File: config.mk
export PLATFORM = sky130hd
export DESIGN_NAME = bw_r_irf_swr_ctl
export DESIGN_NICKNAME = d
export VERILOG_FILES = /design/src/rtl/bw_r_irf_swr_ctl.sv
export SDC_FILE = /design/constraint.sdc
export NUM_CORES = 1
export LEC_CHECK = 0
export ABC_AREA = 1
export CAP_MARGIN = 10
export CORE_MARGIN = 2
export CORE_UTILIZATION = 40
export DETAILED_ROUTE_END_ITERATION = 6
export PLACE_DENSITY = 0.67
export SETUP_SLACK_MARGIN = 0.4
export SLEW_MARGIN = 15
export SYNTH_ARGS = -nofsm -noshare
export SYNTH_HDL_FRONTEND = slang
export SYNTH_SLANG_ARGS = --single-unit
File: constraint.sdc
create_clock -name clk -period 3.85 [get_ports clk]
set_clock_uncertainty 0.1 [all_clocks]
set_input_delay 0.385 -clock clk [delete_from_list [all_inputs] [get_ports clk]]
set_output_delay 0.385 -clock clk [all_outputs]
set_load 0.05 [all_outputs]
File: src/rtl/bw_r_irf_swr_ctl.sv
// Window save/restore sequencer for the 4-thread integer register file window store.
// Grants thread requests round-robin and drives one save and/or restore strobe per grant.
module bw_r_irf_swr_ctl #(
  parameter int NUM_THREADS = 4,
  parameter int TID_BITS    = 2,
  parameter int WIN_BITS    = 3,
  parameter int ADDR_BITS   = TID_BITS + WIN_BITS
) (
  input  logic                          clk,
  input  logic                          reset,
  input  logic [NUM_THREADS-1:0]        req,
  input  logic [2*NUM_THREADS-1:0]      req_op,
  input  logic [WIN_BITS*NUM_THREADS-1:0] req_old_win,
  input  logic [WIN_BITS*NUM_THREADS-1:0] req_new_win,
  output logic [NUM_THREADS-1:0]        ack,
  output logic [NUM_THREADS-1:0]        busy,
  output logic                          save,
  output logic [ADDR_BITS-1:0]          save_addr,
  output logic                          restore,
  output logic [ADDR_BITS-1:0]          restore_addr
);

  typedef enum logic [1:0] {
    IDLE    = 2'd0,
    SAVE    = 2'd1,
    RESTORE = 2'd2,
    DONE    = 2'd3
  } state_t;

  localparam logic [1:0] OP_NOP  = 2'b00;
  localparam logic [1:0] OP_SAVE = 2'b01;
  localparam logic [1:0] OP_REST = 2'b10;
  localparam logic [1:0] OP_SWAP = 2'b11;

  state_t                 state_r, state_s;
  logic [TID_BITS-1:0]    ptr_r, ptr_s;
  logic [TID_BITS-1:0]    tid_r, tid_s;
  logic [1:0]             op_r, op_s;
  logic [WIN_BITS-1:0]    old_win_r, old_win_s;
  logic [WIN_BITS-1:0]    new_win_r, new_win_s;
  logic [TID_BITS:0]      pick_s;

  logic [NUM_THREADS-1:0] ack_r, ack_s;
  logic [NUM_THREADS-1:0] busy_r, busy_s;
  logic                   save_r, save_s;
  logic                   restore_r, restore_s;
  logic [ADDR_BITS-1:0]   save_addr_r, save_addr_s;
  logic [ADDR_BITS-1:0]   restore_addr_r, restore_addr_s;

  // Returns {found, tid} of the first requester at or after ptr, wrapping upward.
  function automatic logic [TID_BITS:0] rr_pick(input logic [NUM_THREADS-1:0] r,
                                                 input logic [TID_BITS-1:0]    p);
    logic [TID_BITS:0]   res;
    logic [TID_BITS-1:0] idx;
    res = {(TID_BITS+1){1'b0}};
    for (int i = NUM_THREADS - 1; i >= 0; i--) begin
      idx = p + TID_BITS'(i);
      if (r[idx]) begin
        res = {1'b1, idx};
      end else begin
        res = res;
      end
    end
    return res;
  endfunction

  function automatic logic [NUM_THREADS-1:0] tid_onehot(input logic [TID_BITS-1:0] t);
    return {{(NUM_THREADS-1){1'b0}}, 1'b1} << t;
  endfunction

  // Next-state, grant capture and next registered output values.
  always_comb begin
    state_s   = state_r;
    ptr_s     = ptr_r;
    tid_s     = tid_r;
    op_s      = op_r;
    old_win_s = old_win_r;
    new_win_s = new_win_r;
    pick_s    = rr_pick(req, ptr_r);

    case (state_r)
      IDLE: begin
        if (pick_s[TID_BITS]) begin
          tid_s     = pick_s[TID_BITS-1:0];
          op_s      = req_op[2*int'(tid_s) +: 2];
          old_win_s = req_old_win[WIN_BITS*int'(tid_s) +: WIN_BITS];
          new_win_s = req_new_win[WIN_BITS*int'(tid_s) +: WIN_BITS];
          ptr_s     = tid_s + {{(TID_BITS-1){1'b0}}, 1'b1};
          case (op_s)
            OP_SAVE: state_s = SAVE;
            OP_REST: state_s = RESTORE;
            // A swap onto the same window needs no bank traffic at all.
            OP_SWAP: state_s = (old_win_s == new_win_s) ? DONE : SAVE;
            OP_NOP:  state_s = DONE;
            default: state_s = DONE;
          endcase
        end else begin
          state_s = IDLE;
        end
      end
      SAVE:    state_s = (op_r == OP_SWAP) ? RESTORE : DONE;
      RESTORE: state_s = DONE;
      DONE:    state_s = IDLE;
      default: state_s = IDLE;
    endcase

    // Outputs are derived from the state being entered so they register in lockstep.
    save_s    = (state_s == SAVE);
    restore_s = (state_s == RESTORE);
    ack_s     = (state_s == DONE) ? tid_onehot(tid_s) : {NUM_THREADS{1'b0}};
    busy_s    = (state_s != IDLE) ? tid_onehot(tid_s) : {NUM_THREADS{1'b0}};

    if (save_s) begin
      save_addr_s = {tid_s, old_win_s};
    end else begin
      save_addr_s = save_addr_r;
    end

    if (restore_s) begin
      restore_addr_s = {tid_s, new_win_s};
    end else begin
      restore_addr_s = restore_addr_r;
    end
  end

  // State, latched request fields and registered outputs.
  always_ff @(posedge clk or posedge reset) begin
    if (reset) begin
      state_r        <= IDLE;
      ptr_r          <= {TID_BITS{1'b0}};
      tid_r          <= {TID_BITS{1'b0}};
      op_r           <= 2'b00;
      old_win_r      <= {WIN_BITS{1'b0}};
      new_win_r      <= {WIN_BITS{1'b0}};
      ack_r          <= {NUM_THREADS{1'b0}};
      busy_r         <= {NUM_THREADS{1'b0}};
      save_r         <= 1'b0;
      restore_r      <= 1'b0;
      save_addr_r    <= {ADDR_BITS{1'b0}};
      restore_addr_r <= {ADDR_BITS{1'b0}};
    end else begin
      state_r        <= state_s;
      ptr_r          <= ptr_s;
      tid_r          <= tid_s;
      op_r           <= op_s;
      old_win_r      <= old_win_s;
      new_win_r      <= new_win_s;
      ack_r          <= ack_s;
      busy_r         <= busy_s;
      save_r         <= save_s;
      restore_r      <= restore_s;
      save_addr_r    <= save_addr_s;
      restore_addr_r <= restore_addr_s;
    end
  end

  assign ack          = ack_r;
  assign busy         = busy_r;
  assign save         = save_r;
  assign save_addr    = save_addr_r;
  assign restore      = restore_r;
  assign restore_addr = restore_addr_r;

endmodule

Yosys cells after proc, flatten, opt, wreduce, memory -nomap -nowiden
Cells that the tools add are included.
{"block": "word_totals", "in_bits": 38, "elab_cells": 65, "register_bits": 34}
{"block": "op_classes", "muxes": 25, "shift": 4, "n_lt_le_gt_ge": 4, "reduce_logical": 4, "mul": 1, "eq_ne": 11, "add_sub_neg": 4}
{"cell": "indexed part select 12 x 32 -> 3 bit", "count": 1}
{"cell": "two-way mux 3 bit", "count": 8}
{"cell": "one-hot mux 2 bit (4 select lines)", "count": 2}
{"cell": "equality test 2 bit (second input constant)", "count": 7}
{"cell": "less-than comparator 2 x 3 -> 1 bit (second input constant)", "count": 4}
{"cell": "indexed part select 12 x 5 -> 3 bit", "count": 1}
{"cell": "binary-select mux 1 bit (select 2 bit)", "count": 4}
{"cell": "two-way mux 2 bit", "count": 4}
{"cell": "two-way mux 4 bit", "count": 2}
{"cell": "indexed part select 8 x 4 -> 2 bit", "count": 1}
{"cell": "equality test 2 x 1 -> 1 bit (second input constant)", "count": 3}
{"cell": "two-way mux 1 bit", "count": 5}
{"cell": "adder 2 x 1 -> 2 bit (second input constant)", "count": 2}
{"cell": "adder 2 bit (second input constant)", "count": 2}
{"cell": "zero test 2 bit", "count": 2}
{"cell": "multiplier 2 x 2 -> 4 bit (first input constant)", "count": 1}
{"cell": "left shift 1 x 2 -> 4 bit (first input constant)", "count": 1}
{"cell": "equality test 3 bit", "count": 1}
{"cell": "AND reduction 2 bit", "count": 1}
{"cell": "nonzero test 2 bit", "count": 1}

Longest topological paths before layout
{"block": "logic_depth", "ltp_word": 16, "mapped_depth": 24, "mapped_depth_nobuf": 23}

Worst setup path before layout
Ideal clock, no wire load.
{"block": "synth_path", "kind": "register to register", "from": "register ptr_r[0]", "to": "register restore_addr_r[0] (netlist: restore_addr[0])", "synth_period_minus_slack_ns": 2.316, "path_stages_with_launch": 24, "path_buffers": 3, "t_required_ns": 3.631, "slack_ns": 1.534, "arrival_ns": 2.097, "path_cell_list": "dfrtp_1 > buf_6 > inv_4 > nand2_2 > nand2_2 > inv_2 > nand2_4 > nand3_2 > nand3_2 > buf_6 > buf_6 > nand3_1 > nand3_1 > nand2_1 > nand2_1 > nand2_1 > nor2_1 > nand2_1 > nand2_2 > nand2_4 > nand2_8 > nand2_4 > nand2_1 > nand2_1"}
{"block": "synth_between", "elab_chain_len": 15, "elab_cells_between_ends": 31, "classes_between": "add/sub (3); mul (1); eq/ne (5); shift (3); mux (18); reduce/logical (1)"}
{"item": "start, declared", "line": "36", "source": "logic [TID_BITS-1:0] ptr_r, ptr_s;"}
{"item": "start signal, assigned", "line": "130", "source": "ptr_r <= {TID_BITS{1'b0}};"}
{"item": "start signal, assigned", "line": "143", "source": "ptr_r <= ptr_s;"}
{"item": "adder 2 bit", "line": "57", "source": "idx = p + TID_BITS'(i);"}
{"item": "binary-select mux 1 bit (select 2 bit)", "line": "58", "source": "if (r[idx]) begin"}
{"item": "two-way mux 1 bit (implied by the code)", "line": "58"}
{"item": "two-way mux 3 bit (3 in series)", "line": "58"}
{"item": "two-way mux 3 bit *", "line": "58"}
{"item": "multiplier 2 x 2 -> 4 bit", "line": "86, 87"}
{"item": "indexed part select 12 x 32 -> 3 bit or indexed part select 12 x 5 -> 3 bit (tied branches)", "line": "86, 87"}
{"item": "equality test 3 bit", "line": "93", "source": "OP_SWAP: state_s = (old_win_s == new_win_s) ? DONE : SAVE;"}
{"item": "two-way mux 2 bit", "line": "93"}
{"item": "one-hot mux 2 bit (4 select lines)", "line": "89", "source": "case (op_s)"}
{"item": "two-way mux 2 bit *", "line": "83", "source": "if (pick_s[TID_BITS]) begin"}
{"item": "one-hot mux 2 bit (4 select lines) *", "line": "81", "source": "case (state_r)"}
{"item": "via state_s[1]", "line": "35", "source": "state_t state_r, state_s;"}
{"item": "equality test 2 bit *", "line": "109", "source": "restore_s = (state_s == RESTORE);"}
{"item": "end signal, assigned", "line": "140", "source": "restore_addr_r <= {ADDR_BITS{1'b0}};"}
{"item": "end signal, assigned", "line": "153", "source": "restore_addr_r <= restore_addr_s;"}
{"item": "end, declared", "line": "48", "source": "logic [ADDR_BITS-1:0] restore_addr_r, restore_addr_s;"}
Mark *: on every way through the listed nets, which the timed path passes. The rest lies on a longest branch. The select of a mux whose other input is x is not followed.
A chain may end at the register's enable or synchronous reset.

Worst setup path after layout
{"block": "layout_path", "from": "input port req[1]", "to": "register restore_addr_r[0] (netlist: restore_addr[0])"}
{"block": "layout_between", "elab_chain_len": 14, "elab_cells_between_ends": 28, "classes_between": "mul (1); eq/ne (5); shift (3); mux (18); reduce/logical (1)"}
{"item": "start, declared", "line": "11", "source": "input logic [NUM_THREADS-1:0] req,"}
{"item": "binary-select mux 1 bit (select 2 bit)", "line": "58"}
{"item": "two-way mux 1 bit (implied by the code)", "line": "58"}
{"item": "two-way mux 3 bit (3 in series)", "line": "58"}
{"item": "two-way mux 3 bit *", "line": "58"}
{"item": "multiplier 2 x 2 -> 4 bit", "line": "86, 87"}
{"item": "indexed part select 12 x 32 -> 3 bit or indexed part select 12 x 5 -> 3 bit (tied branches)", "line": "86, 87"}
{"item": "equality test 3 bit", "line": "93"}
{"item": "two-way mux 2 bit", "line": "93"}
{"item": "one-hot mux 2 bit (4 select lines)", "line": "89"}
{"item": "two-way mux 2 bit *", "line": "83"}
{"item": "one-hot mux 2 bit (4 select lines) *", "line": "81"}
{"item": "via state_s[1]", "line": "35"}
{"item": "equality test 2 bit *", "line": "109"}
Marked as above.

==> impl_table.tex <==
\begin{tabular}{lr}
\hline
Metric & Value \\
\hline
\multicolumn{2}{l}{\textbf{STA}} \\
\quad Max-slew headroom at the worst pin & roughly 64\% \\
\quad Setup repair after global routing missed its margin & no \\
\quad \# setup viols final & 0 \\
\quad Hold Vio Cnt, Final & 0 \\
\quad Fmax & 339.7 MHz \\
\quad Portion of the clock cycle consumed by the worst path in the final layout & between 70\% and 80\% \\
\quad Final-layout setup total negative slack & 0 ns \\
\quad Number of pins exceeding their max-slew limit in the final report & 0 \\
\quad Worst Max-Slew Pin Slew & roughly 0.54 ns \\
\quad Final worst path period need & 2.943 ns \\
\quad Final hold slack & about 0.38 ns \\
\multicolumn{2}{l}{\textbf{Logic synthesis}} \\
\quad Number of synthesized register bits & 34 \\
\quad Synthesized cell area & between 0.002 and 0.0025 sq mm \\
\quad Post-Syn Area per Cell & 7.362 sq um \\
\quad Fraction of synthesized cell area taken by the top area cell type & 37.28\% \\
\quad Number of distinct library cells after synthesis & 30 \\
\quad Post-Synthesis Net Count & approximately 350 \\
\quad Number of synthesis warnings & 0 \\
\quad Sequential area share after synthesis & a little under two fifths \\
\quad Cells taking the most area after synthesis & sky130\_fd\_sc\_hd\_\_dfrtp\_1, sky130\_fd\_sc\_hd\_\_nand2\_1, sky130\_fd\_sc\_hd\_\_nand3\_1, sky130\_fd\_sc\_hd\_\_inv\_1, sky130\_fd\_sc\_hd\_\_buf\_6 \\
\quad Number of instances in the synthesized netlist & a little over 300 \\
\quad Cell type contributing the most total cell area after synthesis & sky130\_fd\_sc\_hd\_\_dfrtp\_1 \\
\multicolumn{2}{l}{\textbf{Final layout}} \\
\quad Layout cell share with drive strength beyond 1 & about an eighth \\
\quad Fill cell instance count of the final layout & about 560 \\
\quad Area occupied by multi-input gates & between 0.001 and 0.0015 sq mm \\
\quad Antenna diode count & 0 \\
\quad Area growth, synth to finish & 28.95\% \\
\quad Net total in the final layout & between 400 and 500 \\
\quad Post-route insts no fill & between 400 and 500 \\
\quad Layout Utilization & approximately 53\% \\
\quad Storage element area & 852.1 sq um \\
\multicolumn{2}{l}{\textbf{Hold path}} \\
\quad Hold Path Class & reg2reg \\
\quad Hold Path Origin & save\_addr[4]\$\_DFFE\_PP0N\_ \\
\multicolumn{2}{l}{\textbf{Global routing}} \\
\quad Antenna violations before repair & 0 \\
\quad Tot GR Track Use & between 10\% and 20\% \\
\quad Global-route wire length before repair & roughly 8500 microns \\
\quad Number of global-route vias before repair & roughly 2000 \\
\quad Total global routing overflow & 0 \\
\quad Largest net degree at the start of global routing & 35 \\
\multicolumn{2}{l}{\textbf{Clock tree}} \\
\quad Clock tree root buffer cell & sky130\_fd\_sc\_hd\_\_clkbuf\_8 \\
\quad Number of buffers created by CTS & 5 \\
\quad Clock-pin slew on the worst setup and hold paths & about 0.060 ns \\
\quad CTS tree & yes \\
\quad Post-cts gate resize count & 0 \\
\quad Post-CTS Setup Repair Bufs & 0 \\
\quad Number of buffers added to fix hold violations after cts & 0 \\
\quad Insertion delay of the later-clocked pin in the worst-skew pair & about 0.28 ns \\
\quad Maximum level of the CTS H-tree & 2 \\
\quad Buffers from clock root to sink, at most & 2 \\
\quad Sinks on the clock net & 34 \\
\multicolumn{2}{l}{\textbf{Place}} \\
\quad Number of buffers inserted by port buffering & between 50 and 60 \\
\quad Post-Place Cells & $\sim$430 \\
\quad Post-detailed-placement half-perimeter wirelength & approximately 3900 microns \\
\quad Routability Congestion & between 0.8 and 0.9 \\
\multicolumn{2}{l}{\textbf{Floorplanning}} \\
\quad I/O Pins & a little under 60 \\
\quad Die height & roughly 80 microns \\
\quad Die X-Extent & 79.54 microns \\
\quad Area of the core & approximately 0.0055 sq mm \\
\quad Floorplan die area & between 0.006 and 0.007 sq mm \\
\quad Number of rows in the core area & 27 \\
\quad Effective utilization at floorplan & about two fifths \\
\multicolumn{2}{l}{\textbf{Setup path}} \\
\quad Top fanout value on the critical path & 24 \\
\quad Worst setup path startpoint & req[1] \\
\quad Worst reg-to-reg setup slack & 0.93 ns \\
\quad FF-to-FF Start & ptr\_r[0]\$\_DFFE\_PP0P\_ \\
\quad Worst EP arrival & around 3 ns \\
\quad Critical Path Sink Type & register \\
\quad Kind of launch point of the worst setup path & primary input \\
\quad Critical path start-end classification & in2reg \\
\quad Required time of the critical path & 3.92 ns \\
\multicolumn{2}{l}{\textbf{Run}} \\
\quad Max Cap Viol & 0 \\
\multicolumn{2}{l}{\textbf{Route}} \\
\quad Routed wirelength normalized by instance count & 11.36 microns \\
\quad Drt via density & between 4 and 5 \\
\quad Via count & about 2100 \\
\quad Detailed-router iteration count before antenna repair & 4 \\
\quad ANT nets after route & 0 \\
\quad DRT iter0 DRCs & 79 \\
\quad Total Routed Length & between 4000 and 5000 microns \\
\quad DRC viols & 0 \\
\multicolumn{2}{l}{\textbf{Status}} \\
\quad Outcome & complete, no violations \\
\hline
\end{tabular}
-- state kept, by name (all words and copies together), names as in the netlist --
register      flops
restore_addr      5
save_addr         5
ack               4
busy              4
new_win_r         3
old_win_r         3
op_r              2
ptr_r             2
state_r           2
tid_r             2
restore           1
save              1
-- logic make-up after synthesis --
group / Yosys count / share of synthesized area, %
simple gates: 197 / 42.93
compound gates: 19 / 5.373
fa+ha+maj: 4 / 2.193
flops: 34 / 37.28
buf+inv: 56 / 12.23
-- area by class of cell --
cell class | instances | area share, %
sequential | 34 | 28.95
timing repair buffer | 59 | 19.90
clock buffer | 7 | 2.594
multi-input combinational | 220 | 39.46
inverter | 46 | 6.037
tap | 72 | 3.061
-- cells in the final DEF, fill, tap and decap left out, types with 3 or more instances in the layout --
cell type	synthesis	final
sky130_fd_sc_hd__clkbuf_8	0	5
sky130_fd_sc_hd__nand3_1	49	49
sky130_fd_sc_hd__nor2_2	5	5
sky130_fd_sc_hd__dfrtp_1	34	33
sky130_fd_sc_hd__clkdlybuf4s50_1	0	57
sky130_fd_sc_hd__ha_1	4	4
sky130_fd_sc_hd__o21ai_0	6	6
sky130_fd_sc_hd__nand2_2	8	8
sky130_fd_sc_hd__nand4_1	5	5
sky130_fd_sc_hd__a21oi_1	5	5
sky130_fd_sc_hd__nor2_1	11	11
sky130_fd_sc_hd__nand3_2	6	6
sky130_fd_sc_hd__inv_2	3	3
sky130_fd_sc_hd__inv_1	39	39
sky130_fd_sc_hd__nand2_1	101	101
sky130_fd_sc_hd__nand2_4	6	5
sky130_fd_sc_hd__nand3b_1	3	3
-- through the flow --
step	setup WS, ns	cell area, sq um
2_1_floorplan	1.534	2282
3_3_place_gp	0.6489	2856
3_5_place_dp	0.5788	2856
4_1_cts	0.7455	2933
5_1_grt	0.5084	2943
6_report	0.9066	2943
-- cells in the mapped netlist, drive strengths merged --
cell    instances
nand2         116
nand3          55
inv            44
dfrtp          34
nor2           18
o21ai          10
buf             9
a21oi           6
nand4           5
ha              4
nand3b          3
a31oi           2
clkinv          2
clkbuf          1
o211ai          1
-- per-layer routing --
metal  track usage, %  up-vias  part of all wire, %
met5                0        -                    0
met1            21.98      962                   44
met4            5.862        0                  1.5
met2            28.32       44                   50
li1                 -     1091                    -
met3            3.054        8                  3.9
-- worst max-delay path: stages --
cell and delay, ns:
sky130_fd_sc_hd__clkdlybuf4s50_1 0.39, sky130_fd_sc_hd__inv_1 0.10, sky130_fd_sc_hd__nand2_1 0.07, sky130_fd_sc_hd__nand3_1 0.13, sky130_fd_sc_hd__nand2_1 0.10, sky130_fd_sc_hd__nand3_2 0.09
sky130_fd_sc_hd__nand3_2 0.36, sky130_fd_sc_hd__nand2_8 0.32, sky130_fd_sc_hd__inv_2 0.09, sky130_fd_sc_hd__nand2_1 0.08, sky130_fd_sc_hd__nand3_2 0.07, sky130_fd_sc_hd__nand2_1 0.11
sky130_fd_sc_hd__nand2_1 0.06, sky130_fd_sc_hd__nor2_1 0.09, sky130_fd_sc_hd__nand2_1 0.07, sky130_fd_sc_hd__nand2_2 0.07, sky130_fd_sc_hd__nand2_4 0.10, sky130_fd_sc_hd__nand2_8 0.12
sky130_fd_sc_hd__nand2_4 0.08, sky130_fd_sc_hd__nand2_1 0.06, sky130_fd_sc_hd__nand2_1 0.05
-- path summary, 6_finish.rpt --
check,to,cells after the start
setup reg to reg,restore_addr[0]$_DFFE_PP0N_,21
setup / recovery,restore_addr[0]$_DFFE_PP0N_,21
hold reg to reg,save_addr[4]$_DFFE_PP0N_,2
min in group asynchronous,save_addr[1]$_DFFE_PP0N_,3
max in group asynchronous,ptr_r[0]$_DFFE_PP0P_,3
hold / removal,save_addr[4]$_DFFE_PP0N_,2
Power is not shown: default switching activity piles up to over one toggle a cycle in this logic, so the estimate is an artifact.
